File: config.mk
export PLATFORM = sky130hd
export DESIGN_NAME = seq_divider
export DESIGN_NICKNAME = d
export VERILOG_FILES = /design/src/rtl/seq_divider.sv
export SDC_FILE = /design/constraint.sdc
export NUM_CORES = 1
export LEC_CHECK = 0
export ABC_AREA = 0
export CORE_MARGIN = 3
export CORE_UTILIZATION = 50
export DETAILED_ROUTE_END_ITERATION = 16
export GPL_TIMING_DRIVEN = 0
export HOLD_SLACK_MARGIN = 0.1
export PLACE_DENSITY_LB_ADDON = 0.1
export SYNTH_ARGS = -nofsm -noshare
export SYNTH_HDL_FRONTEND = slang
export SYNTH_SLANG_ARGS = --single-unit
export TNS_END_PERCENT = 30
File: constraint.sdc
create_clock -name clk -period 3.3 [get_ports clk]
set_clock_uncertainty 0.15 [all_clocks]
set_input_delay 0.66 -clock clk [delete_from_list [all_inputs] [get_ports clk]]
set_output_delay 0.66 -clock clk [all_outputs]
set_load 0.02 [all_outputs]
File: src/rtl/seq_divider.sv
// Restoring divider: 2N-bit dividend / N-bit divisor, one quotient bit per clock.
// Valid/ready on both sides; in_ready only in IDLE, result held in DONE until out_ready.
module seq_divider #(
  parameter int N = 8
) (
  input  logic             clk,
  input  logic             rst_n,
  input  logic             in_valid,
  output logic             in_ready,
  input  logic [2*N-1:0]   dividend,
  input  logic [N-1:0]     divisor,
  output logic             out_valid,
  input  logic             out_ready,
  output logic [2*N-1:0]   quotient,
  output logic [N-1:0]     remainder,
  output logic             div_by_zero
);

  localparam int CW = $clog2(2*N);

  typedef enum logic [1:0] {IDLE, CALC, DONE} state_t;

  state_t         state, state_nxt;
  logic [CW-1:0]  cnt;
  logic [2*N-1:0] work;      // dividend bits leave at the MSB, quotient bits enter at the LSB
  logic [N-1:0]   dsr;
  logic [N:0]     prem;
  logic           zero_div;

  logic [N+1:0]   trial;
  logic           fits;
  logic [N:0]     prem_nxt;
  logic [2*N-1:0] work_nxt;

  always_comb begin
    trial    = {prem, work[2*N-1]};
    fits     = trial >= (N+2)'(dsr);
    prem_nxt = fits ? (N+1)'(trial - (N+2)'(dsr)) : (N+1)'(trial);
    work_nxt = {work[2*N-2:0], fits};
  end

  always_comb begin
    state_nxt = state;
    in_ready  = 1'b0;
    out_valid = 1'b0;
    case (state)
      IDLE: begin
        in_ready = 1'b1;
        if (in_valid) state_nxt = CALC;
      end
      CALC: begin
        if (cnt == '0) state_nxt = DONE;
      end
      DONE: begin
        out_valid = 1'b1;
        if (out_ready) state_nxt = IDLE;
      end
      default: state_nxt = IDLE;
    endcase
  end

  // A zero divisor still passes through one CALC cycle, so its result appears one cycle after accept.
  always_ff @(posedge clk or negedge rst_n) begin
    if (!rst_n) begin
      state       <= IDLE;
      cnt         <= '0;
      work        <= '0;
      dsr         <= '0;
      prem        <= '0;
      zero_div    <= 1'b0;
      quotient    <= '0;
      remainder   <= '0;
      div_by_zero <= 1'b0;
    end else begin
      state <= state_nxt;
      case (state)
        IDLE: begin
          if (in_valid) begin
            work     <= dividend;
            dsr      <= divisor;
            prem     <= '0;
            zero_div <= (divisor == '0);
            cnt      <= (divisor == '0) ? '0 : CW'(2*N-1);
          end
        end
        CALC: begin
          cnt <= cnt - 1'b1;
          if (zero_div) begin
            quotient    <= '1;
            remainder   <= work[N-1:0];
            div_by_zero <= 1'b1;
          end else begin
            prem <= prem_nxt;
            work <= work_nxt;
            if (cnt == '0) begin
              quotient    <= work_nxt;
              remainder   <= prem_nxt[N-1:0];
              div_by_zero <= 1'b0;
            end
          end
        end
        default: ;
      endcase
    end
  end

endmodule

==> flow_summary.toml <==
[sta]
post-route-min-period_ps = 2670
tightest_slew_ps = 814
timing.final.crit_share = 0.810
hold_viol = 0
timing.fmax_ghz = 0.374
slew_headroom = 0.458
maxSlewViolCount = 0
setup_viol = 0
rsz0062_at_grt = "no"

[yosys]
async_flop_share = 1.00
syn_nets = 390
synth.avg_cell_area_sq_um = 9.19
synth_compound_area_frac = 0.191
synth_top_family_by_area = "simple AND/OR/NAND/NOR gates"
synth.mux.area_fraction = 0.0139
syn_inst = 352
synthDistinctLibCells = 52
yosysMostFrequentCell = "nand2_1"
synth_top_area_frac = 0.503
synth_flop_cell = "dfrtp_1"
ys_top_cells_by_count = "nand2_1 (75), dfrtp_1 (65), nor2_1 (30)"
synth_edf_count = 0
synth-simple-area-share = 0.198
synthXorXnorAreaFrac = 0.0135
ys_ff_latch = 65
synthTopCellsByArea = "dfrtp_1 (50%), nand2_1 (8.7%), o21ai_0 (4.2%), a31oi_1 (3.5%), ha_1 (3.5%)"
synth_area_sq_um = 3240
yosysTopAreaCell = "dfrtp_1"
yosys.area_share.adder = 0.0410
yosys_warnings = 0
yosysSeqAreaShare = 0.503

[clock_network]
ctsLongestPathBuffers = 2
postCtsSetupBuffers = 0
htree_num_levels = 3
clock-sinks = 65
numCtsBuffers = 9
hold_buffers = 0
clkTransAtPathRegs_ps = 70
clockRootBuffer = "clkbuf_8"
cts_tree = "built"
cts_resized = 0
clk_latency_ps = 340

[worst_setup_path]
slowest_delay_ps = 520
worstPathRequired_ps = 3380
path_class = "reg -> reg"
cp_common_cell = "inv_1"
startpoint_type = "register"
path_cells = "inv_1, ha_1, inv_1, fa_1, nand3_1, a21oi_1, or4bb_1, mux2_4, a21bo_1"
crit_path_end_kind = "register"
slowest_stage = "or4bb_1"
crit_fanout = 5
cp.arrival_ps = 2750

[detailed_routing]
drcViolationCount = 0
drt_wl_total_um = 8060
routed-via-count = 2828
wire_per_inst_um = 16.2
viasPerCell = 5.69
ant_nets = 0
first_pass_iters = 4
drt-initial-drc-count = 108

[floorplan]
io_pins = 55
initial_utilization = 0.531
design.core.area_sq_um = 6100
fp.dieH_um = 86.4
die_w_um = 86.4
die_area_sq_um = 7470
num_rows = 28

[final_layout]
nNetsFinal = 455
design_area_sq_um = 4100
drive_above_1_share = 0.0806
instances_no_fill = 497
n_antenna_cell = 0
areaGrowthSynthToFinish_pct = 26.6

[place]
dpl_cell_area_sq_um = 3870
routabilityCongestion = 0.863
dp_hpwl_um = 5800
numPortBuffers = 54
dp_cells = 481

[grt]
grt_start_max_net_pins = 66
grt_use_total = 0.232
overflow = 0
antenna_found_initial = 0
met2_usage = 0.378
grt_use_met3 = 0.0399
use_met1 = 0.312
grt_first_pass_wirelength_um = 13500
top_usage_layer = "met2"
grt_pass1_vias = 2877

[hold_path]
hold_path_class = "in -> async"

[power]
ir_drop_mv = 0.620
power.density_nw_per_um2 = 1230
p_leak_nw = 1.77

[run]
drv_cap = 0

[run_status]
status = "complete, no violations"
[stage by stage]
| stage | setup slack [ps] | total power [mW] | hold slack [ps] | util | TNS [ps] |
|---|---|---|---|---|---|
| 6_report | 628 | 5.02 | 266 | 0.672 | 0 |
| 5_1_grt | 505 | 5.41 | 314 | 0.672 | 0 |
| 4_1_cts | 612 | 5.02 | 293 | 0.672 | 0 |
| 3_5_place_dp | 641 | 4.24 | 313 | 0.634 | 0 |
| 3_3_place_gp | -761 | 4.15 | 310 | 0.635 | -49160 |
| 2_1_floorplan | 903 | 3.39 | 214 | - | 0 |
[power by group]
group / switching, mW / internal, mW / leakage [nW]
Combinational: 1.61 / 1.18 / 0.931
Clock: 0.320 / 0.448 / 0.113
Sequential: 0.290 / 1.18 / 0.721
[cells in the final DEF (no fill, tap or decap), types with 4 or more instances in the layout]
master	synthesis	layout
a21oi_1	9	9
a22oi_1	4	4
a31oi_1	18	18
buf_2	6	6
clkbuf_1	8	8
clkbuf_8	0	10
clkdlybuf4s50_1	0	53
dfrtp_1	65	65
ha_1	9	9
inv_1	15	15
nand2_1	75	75
nand2b_1	4	4
nand3_1	15	15
nor2_1	30	30
o211ai_1	4	4
o21ai_0	27	27
o22a_1	8	8
[logic make-up after synthesis]
kind of cell	after synthesis
xor+xnor	5
simple gates	144
buf+inv	31
flops	65
fa+ha+maj	10
compound gates	93
mux	4
[area by class of cell]
| class | instances | area, sq um |
|---|---|---|
| well taps | 75 | 93.8 |
| clock buffers | 10 | 138 |
| clock inverters | 6 | 90.1 |
| repair buffers | 54 | 538 |
| multi-input cells | 256 | 1480 |
| fillers | 509 | 2000 |
| plain buffers | 16 | 75.1 |
| flip-flops and latches | 65 | 1630 |
| inverters | 15 | 56.3 |
[worst paths after layout]
check,from,endpoint,slack (ps),cells after the start
max,work[15],prem[6],630,9
min,rst_n,prem[8],270,1
max reg2reg,work[15],prem[6],630,9
min reg2reg,div_by_zero,div_by_zero,330,2
max in group asynchronous,rst_n,dsr[3],2210,1
min in group clk,div_by_zero,div_by_zero,330,2
[worst max-delay path: cells and delay by family (launching register included)]
| family | cells | cell delay, ps |
|---|---|---|
| buffers and inverters | 2 | 140 |
| adders and majority gates | 2 | 570 |
| DFF | 1 | 420 |
| and+or+nand+nor | 2 | 700 |
| AOI/OAI and AO/OA | 2 | 290 |
| muxes | 1 | 290 |
[metal layers]
layer | up-vias | routed length (um)
met1 | 1359 | 3770
met3 | 10 | 364
li1 | 1375 | -
met2 | 84 | 3800
met4 | 0 | 122
met5 | - | 0
[state kept, by name, indices dropped and copies added, names as in the netlist, 2 cells and up]
name / flops
quotient: 16
prem: 9
work: 16
dsr: 8
remainder: 8
state: 2
cnt: 4
Power figures use the tool's default switching activity.
